<file path="src/rtl/ssd_scan_ctrl_pkg.sv">
// Shared display definitions for the seven-segment scan controller:
// active-low segment encodings and the hex-to-segment lookup.
package ssd_scan_ctrl_pkg;

  // All segments off, active-low, bit order {g,f,e,d,c,b,a}.
  localparam logic [6:0] SEG_BLANK = 7'h7F;

  // Index 15 is the leftmost entry, so HEX_SEG_TABLE[n] is the pattern for nibble n.
  localparam logic [15:0][6:0] HEX_SEG_TABLE = {
    7'h0E, 7'h06, 7'h21, 7'h46,   // F E d C
    7'h03, 7'h08, 7'h10, 7'h00,   // b A 9 8
    7'h78, 7'h02, 7'h12, 7'h19,   // 7 6 5 4
    7'h30, 7'h24, 7'h79, 7'h40    // 3 2 1 0
  };

  function automatic logic [6:0] hex_to_seg(input logic [3:0] nibble);
    return HEX_SEG_TABLE[nibble];
  endfunction

endpackage

</file>
<file path="src/rtl/ssd_hex_decode.sv">
// Combinational nibble to active-low seven-segment decoder.
module ssd_hex_decode
  import ssd_scan_ctrl_pkg::*;
(
  input  logic [3:0] nibble,
  output logic [6:0] seg
);

  assign seg = hex_to_seg(nibble);

endmodule

</file>
<file path="src/rtl/ssd_scan_ctrl.sv">
// Multiplexed seven-segment scan controller with a shadowed display register
// that commits only at frame boundaries, paging and leading-zero blanking.
module ssd_scan_ctrl
  import ssd_scan_ctrl_pkg::*;
#(
  parameter  int DIGITS      = 4,
  parameter  int DATA_W      = 32,
  parameter  int REFRESH_DIV = 100000,
  localparam int PAGES       = DATA_W / (4 * DIGITS),
  localparam int PAGE_W      = (PAGES > 1) ? $clog2(PAGES) : 1
) (
  input  logic              clk,
  input  logic              reset,
  input  logic [DATA_W-1:0] data_in,
  input  logic              load,
  input  logic [PAGE_W-1:0] page,
  input  logic              blank_lz,
  output logic [DIGITS-1:0] an,
  output logic [6:0]        seg,
  output logic              frame_sync
);

  localparam int WIN_W = 4 * DIGITS;
  localparam int IDX_W = (DIGITS > 1) ? $clog2(DIGITS) : 1;
  localparam int PRE_W = $clog2(REFRESH_DIV);
  localparam logic [IDX_W-1:0] LAST_IDX = IDX_W'(DIGITS - 1);
  localparam logic [PRE_W-1:0] PRE_LAST = PRE_W'(REFRESH_DIV - 1);

  logic [PRE_W-1:0]         pre_cnt;
  logic                     tick;
  logic [IDX_W-1:0]         idx;
  logic                     scan_en;
  logic [DATA_W-1:0]        shadow_data;
  logic [PAGE_W-1:0]        shadow_page;
  logic                     pending;
  logic [DATA_W-1:0]        disp_data;
  logic [PAGE_W-1:0]        disp_page;
  logic                     commit;
  logic [DATA_W-1:0]        page_data;
  logic [DIGITS-1:0][3:0]   window;
  logic [3:0]               nibble;
  logic [6:0]               dec_seg;
  logic [IDX_W-1:0]         top_nz;
  logic                     blanked;
  logic [DIGITS-1:0]        an_next;
  logic [6:0]               seg_next;

  assign tick   = (pre_cnt == PRE_LAST);
  assign commit = tick && (idx == LAST_IDX) && pending;

  always_ff @(posedge clk or negedge reset) begin
    if (!reset) begin
      pre_cnt <= '0;
    end else if (tick) begin
      pre_cnt <= '0;
    end else begin
      pre_cnt <= pre_cnt + PRE_W'(1);
    end
  end

  // idx parks on the last digit in reset so the first tick lands on digit 0;
  // scan_en holds the outputs blank until that first tick.
  always_ff @(posedge clk or negedge reset) begin
    if (!reset) begin
      idx     <= LAST_IDX;
      scan_en <= 1'b0;
    end else if (tick) begin
      idx     <= (idx == LAST_IDX) ? '0 : idx + IDX_W'(1);
      scan_en <= 1'b1;
    end
  end

  // load is a bare capture strobe with no ready: every edge with load=1
  // overwrites the shadow, and the newest capture always wins the next frame.
  always_ff @(posedge clk or negedge reset) begin
    if (!reset) begin
      shadow_data <= '0;
      shadow_page <= '0;
      pending     <= 1'b0;
    end else begin
      if (load) begin
        shadow_data <= data_in;
        shadow_page <= page;
      end
      if (load) begin
        pending <= 1'b1;
      end else if (commit) begin
        pending <= 1'b0;
      end
    end
  end

  always_ff @(posedge clk or negedge reset) begin
    if (!reset) begin
      disp_data  <= '0;
      disp_page  <= '0;
      frame_sync <= 1'b0;
    end else begin
      frame_sync <= commit;
      if (commit) begin
        disp_data <= shadow_data;
        disp_page <= shadow_page;
      end
    end
  end

  // Out-of-range pages fall back to the least-significant window.
  always_comb begin
    page_data = disp_data;
    if (int'(disp_page) < PAGES) begin
      page_data = disp_data >> (int'(disp_page) * WIN_W);
    end
    window = page_data[WIN_W-1:0];
    nibble = window[idx];
  end

  ssd_hex_decode u_hex_decode (
    .nibble (nibble),
    .seg    (dec_seg)
  );

  always_comb begin
    top_nz = '0;
    for (int w = 0; w < DIGITS; w++) begin
      if (window[w] != 4'h0) begin
        top_nz = IDX_W'(w);
      end
    end
    blanked  = blank_lz && (idx > top_nz);
    an_next  = '1;
    seg_next = SEG_BLANK;
    if (!blanked) begin
      an_next[idx] = 1'b0;
      seg_next     = dec_seg;
    end
  end

  always_ff @(posedge clk or negedge reset) begin
    if (!reset) begin
      an  <= '1;
      seg <= SEG_BLANK;
    end else if (scan_en) begin
      an  <= an_next;
      seg <= seg_next;
    end
  end

endmodule

</file>
<file path="config.mk">
export PLATFORM = sky130hd
export DESIGN_NAME = ssd_scan_ctrl
export DESIGN_NICKNAME = d
export VERILOG_FILES = /design/src/rtl/ssd_scan_ctrl_pkg.sv /design/src/rtl/ssd_hex_decode.sv /design/src/rtl/ssd_scan_ctrl.sv
export SDC_FILE = /design/constraint.sdc
export NUM_CORES = 1
export LEC_CHECK = 0
export CAP_MARGIN = 25
export CELL_PAD_IN_SITES_DETAIL_PLACEMENT = 1
export CELL_PAD_IN_SITES_GLOBAL_PLACEMENT = 2
export CORE_ASPECT_RATIO = 1.2
export CORE_UTILIZATION = 37
export CTS_BUF_LIST = sky130_fd_sc_hd__clkbuf_8
export DETAILED_ROUTE_END_ITERATION = 8
export PLACE_DENSITY_LB_ADDON = 0.1
export SETUP_SLACK_MARGIN = 0.2
export SYNTH_ARGS = -nofsm -noshare
export SYNTH_HDL_FRONTEND = slang
export SYNTH_SLANG_ARGS = --single-unit
export TNS_END_PERCENT = 50
</file>
<file path="constraint.sdc">
create_clock -name clk -period 2.25 [get_ports clk]
set_input_delay 0.3375 -clock clk [delete_from_list [all_inputs] [get_ports clk]]
set_output_delay 0.3375 -clock clk [all_outputs]
set_load 0.05 [all_outputs]
</file>
# After elaboration in Yosys (flattened, before gate mapping)
# Memories as Yosys holds them, arrays and structs flattened.
# Cells that the tools add are included.
# classes
muxes,14
shifts,1
mul,0
n_bitwise,1
n_eq_ne,2
order_cmp,4
reduce_logical,8
addsub,2
n_div,0
# ops
operator,count
32-bit by 5-bit right shift with 16-bit output,1
"17-bit by 1-bit adder with 17-bit output, second input constant",1
"17-bit equality test, second input constant",1
17-bit 2-to-1 mux,1
7-bit 2-to-1 mux,2
4-bit nonzero test,3
4-bit binary-select mux with 2-bit select,1
4-bit 2-to-1 mux,2
2-bit 2-to-1 mux,3
"4-bit by 5-bit < comparator with 1-bit output, second input constant",1
1-bit logical AND,4
1-bit 2-to-1 mux,4
4-bit NOT,1
"2-bit by 3-bit < comparator with 1-bit output, second input constant",1
"2-bit by 1-bit adder with 2-bit output, second input constant",1
1-bit demux with 2-bit select,1
"2-bit equality test, second input constant",1
"2-bit by 1-bit >= comparator with 1-bit output, second input constant",1
2-bit greater-than comparator,1
2-bit nonzero test,1
# totals
mem_count,1
latch_bits,0
ramBits,0
output_inout_bits,12
inputBits,37
regBits,99
mem_bits_ro,112
elab_cells,44
# mem_list
memory,words,width,read_ports,rd_ports_with_merged_regs,wr,line,source
(no name shown),16,7,1,0,0,ssd_scan_ctrl_pkg.sv:17,return HEX_SEG_TABLE[nibble];

# Depth between registers and ports, before layout
# logic_depth
ltp_word,8
depth_mapped,13
depth_no_buf,11

# Cells and area by module
# Synthesis repeated with hierarchy kept, for this count alone.
# hier_totals
cells_unflattened,341
hier_area_um2,4535.6
# by_module_without_submodules
mod,seq_area_each_um2,area_per_inst_um2,instances,cells_per_inst
ssd_scan_ctrl,2493.6,4260.3,1,309
ssd_hex_decode,0.0,275.3,1,32

# Least setup slack after synthesis
# Ideal clock, no wire load.
# synth_timing
kind,reg-to-reg
startpoint,register disp_page
endpoint,register seg[5]
arrival_ps,2375
path_buffers,3
setup_ps,77
required_time_ps,2173
synth_period_minus_slack_ps,2453
setup_slack_ps,-203
path_stages_with_launch,13
path_cell_list,dfrtp_1 buf_6 clkbuf_1 mux2i_1 o211ai_1 nor2_1 ha_1 nor2b_1 o211ai_1 and2_1 buf_2 o221ai_1 o21a_1
# synth_between
elab_chain_len,8
elab_cells_between_ends,14
classes_between,order compare: 1; shift: 1; mux: 7; reduce/logical: 4; memory: 1
# synth_lines
element,line,source
start: declaration,ssd_scan_ctrl.sv:37,logic [PAGE_W-1:0] disp_page;
start signal: assignment,ssd_scan_ctrl.sv:102,disp_page <= shadow_page;
32-bit by 5-bit right shift with 16-bit output (*),ssd_scan_ctrl.sv:111,page_data = disp_data >> (int'(disp_page) * WIN_W);
"parallel branches: the longest is 6 deep, another holds memory 16 x 7 bit",n/a,
7-bit 2-to-1 mux (*),ssd_scan_ctrl.sv:132,if (!blanked) begin
end signal: assignment,ssd_scan_ctrl.sv:144,seg <= seg_next;
end: declaration,ssd_scan_ctrl.sv:19,"output logic [6:0] seg,"
# Every way passes the cells marked *. The select of a mux whose other input is x is not followed.
# A chain may end at the register's enable or synchronous reset.

# Worst setup path in the final report
# layout_timing
startpoint,register disp_page
endpoint,register seg[3]
# The elaborated chain is that of the path after synthesis.

==> results_dict.tcl <==
set metrics [dict create \
    wl_per_cell_um 16.7 \
    slew_violations 0 \
    syn_inst 339 \
    clock-root-buffer "clkbuf_8" \
    r2r_cells 11 \
    power_w 0.00323 \
    period_needed_ns 2.26 \
    power.density_nw_per_um2 569 \
    ys.flop_type "dfrtp_1" \
    finClkSkew_ns 0.00745 \
    fin_nets 456 \
    setup_violations 5 \
    crit_path_end "seg[3]" \
    clkSinkCount 99 \
    cp_max_fo 10 \
    start_util_pct 37.8 \
    ys_ff_latch 99 \
    post-place-ws_ns -0.200 \
    antenna_left 0 \
    period_share_pct 101 \
    overflow 0 \
    crit_slowest_cell "dfrtp_2" \
    fin_ws_ns -0.0148 \
    grt_max_degree 45 \
    drt-total-wl_um 9540 \
    syn_avg_cell_area_sq_um 13.4 \
    worstPathArrival_ns 2.54 \
    drc 0 \
    areaGrowthSynthToFinish_pct 24.5 \
    die_w_um 103 \
    drt_iter0_drc 65 \
    synth.distinct_cells 48 \
    fmax_mhz 442 \
    worst_slew_pin_slew_ns 0.542 \
    synth_edf_count 0 \
    drive_gt1_share_pct 31.1 \
    dpl_cell_area_sq_um 5370 \
    path_cells "buf_12 -> nor3_4 -> a21oi_2 -> a2111oi_4 -> o21bai_1 -> ha_1 -> nand2_1 -> o211ai_1 -> nand2_1 -> nor3_2 -> a311oi_2" \
    rsz0062_at_grt "yes" \
    io-pin-count 49 \
    synth_area_sq_um 4560 \
    cts_inserted_buffers 9 \
    r2r-end "seg[3]" \
    antenna_found_initial 0 \
    grt_usage_pct 16.9 \
    dr.pass1.iters 4 \
    r2r_setup_slack_ns -0.01 \
    fin_area_sq_um 5670 \
    hold_viol 0 \
    worstReg2RegStart "disp_page" \
    cap_viol_max_count 0 \
    rows 44 \
    grt_pass1_wl_um 15900 \
    cp.depth 11 \
    viasPerCell 4.99 \
    async_flop_share_pct 100 \
    register_area_sq_um 2500 \
    cp.buffers_inverters 1 \
    place_congestion 0.795 \
    clk_latency_ns 0.37 \
    start_kind "flip-flop" \
    core_sq_um 12100 \
    cp_slowest_stage_delay_ns 0.45 \
    fill_cells 1237 \
    crit_required_ns 2.52 \
    synth-seq-area-share_pct 54.7 \
    syn-num-nets 389 \
    outcome "finished, violations left" \
    slew_headroom_pct 63.9 \
    cp-startpoint "disp_page" \
    vdd_ir_drop_max_mv 0.305 \
    multiInputGateArea_sq_um 2050 \
    clk_pin_slew_worst_paths_ns 0.09 \
    cp_top_family "compound AO/OA/AOI/OAI gates" \
    via_count 2853 \
    num_antenna_cells 0 \
    crit_path_frequent_cell "nand2_1" \
    p_leak_nw 2.51 \
    dieArea_sq_um 12800 \
    min_path_type "flip-flop to flip-flop" \
    hpwl_um 7050 \
    cts_tree "done" \
    violations "setup timing" \
    port-buffer-count 48 \
    hold_start "an[0]" \
    dieHeight_um 124 \
    end_kind "flip-flop" \
    cts_buffer_depth 2 \
    grt_pass1_vias 3044 \
    ys.warnings.count 0 \
    htreeDepth 3 \
    worstSetupPathType "flip-flop to flip-flop" \
]
==> final cells by class <==
class,instances,share of cell area [%]
clock buffer,11,2.67
clock inverter,5,0.926
inverter,9,0.596
multi-input combinational,216,36.1
sequential,99,44.0
tap,161,3.55
timing repair buffer,71,12.2
==> synthesized netlist by cell type, types with 7 or more instances <==
library cell	n	area share [%]
nand3_1	8	0.88
mux2_1	26	6.4
nor2_1	23	1.9
mux2i_1	8	1.8
mux2_2	44	11
ha_1	13	3.6
xor2_1	7	1.3
nand2_1	14	1.2
dfrtp_1	86	47
clkbuf_1	8	0.66
dfstp_2	13	7.5
a21oi_1	8	0.88
inv_1	8	0.66
xnor2_1	9	1.7
==> per-stage QoR <==
stage | util [%] | hold slack [ns] | setup TNS (ns) | instances
3_5_place_dp | 44.5 | 0.367 | -0.963 | 549
6_report | 47.1 | 0.480 | -0.0317 | 572
4_1_cts | 46.7 | 0.484 | -0.0285 | 570
2_1_floorplan | - | 0.0419 | 0 | 339
5_1_grt | 47.1 | 0.500 | -1.24 | 572
3_3_place_gp | 44.5 | 0.361 | -0.324 | 549
==> state kept, by name, indices dropped and copies added, names as in the netlist, 2 cells and up <==
name         count
disp_data       32
shadow_data     32
pre_cnt         17
seg              7
an               4
idx              2
==> worst register-to-register path, stage by stage, from the launching register on <==
cell,delay [ns]
dfrtp_2,0.45
buf_12,0.16
nor3_4,0.18
a21oi_2,0.07
a2111oi_4,0.28
o21bai_1,0.13
ha_1,0.30
nand2_1,0.07
o211ai_1,0.10
nand2_1,0.16
nor3_2,0.07
a311oi_2,0.21
==> power by group <==
group | total [W] | switching [W] | internal (W) | leakage [nW]
combinational | 0.000184 | 0.0000680 | 0.000116 | 1.16
sequential | 0.00187 | 0.0000293 | 0.00184 | 1.24
clock | 0.00117 | 0.000603 | 0.000572 | 0.111
total | 0.00323 | 0.000700 | 0.00253 | 2.51
==> how the worst min path moves through the flow <==
stage / endpoint / slack [ns] / depth (start not counted)
CTS: an[0] / 0.48 / 2
global placement: disp_data[26] / 0.36 / 1
global route: an[0] / 0.50 / 2
detailed placement: disp_data[26] / 0.37 / 1
floorplan: disp_data[0] / 0.04 / 0
finish: an[0] / 0.48 / 2
==> what timing repair did <==
action	4_1_cts	5_1_grt
gates cloned	0	1
setup endpoints to repair	21	43
pin swaps	2	4
hold buffers	1	0
setup buffers	4	1
endpoints found under the hold margin	27	0
gates resized for setup	24	10
==> kinds of logic after synthesis <==
| logic type | Yosys count | synth area share, % |
|---|---|---|
| multiplexers | 89 | 24.5 |
| AO/OA/AOI/OAI | 28 | 4.15 |
| adder cells (fa/ha/maj) | 13 | 3.57 |
| AND/OR/NAND/NOR | 70 | 7.50 |
| XOR/XNOR | 16 | 3.08 |
| flip-flops | 99 | 54.7 |
| buffers and inverters | 24 | 2.44 |
==> layer usage <==
metal  routed length, um  track usage (%)
met2                5170             30.8
met3                 252             3.70
met5                   0                0
met4                 120             5.28
met1                3990             19.7
==> cell usage in the layout, fill, tap and decap left out, types with 3 or more instances in the layout <==
cell type and n:
a21oi_1 4, xor2_1 7, o21a_1 3, mux4_2 7, mux2_4 5, ha_1 12
nor2b_1 3, buf_12 4, xnor2_1 9, nand2_1 14, nor3_1 3, o21ai_0 3
dfstp_2 13, mux2_2 41, buf_4 17, nand3_1 8, o211ai_1 3, dlygate4sd2_1 11
nor2_1 22, dfrtp_1 84, a21oi_2 4, inv_1 8, clkbuf_8 11, clkdlybuf4s50_1 36
nand4_1 3, mux2_1 25, mux2i_1 8
Note: power is estimated with default switching activity, not from simulation.
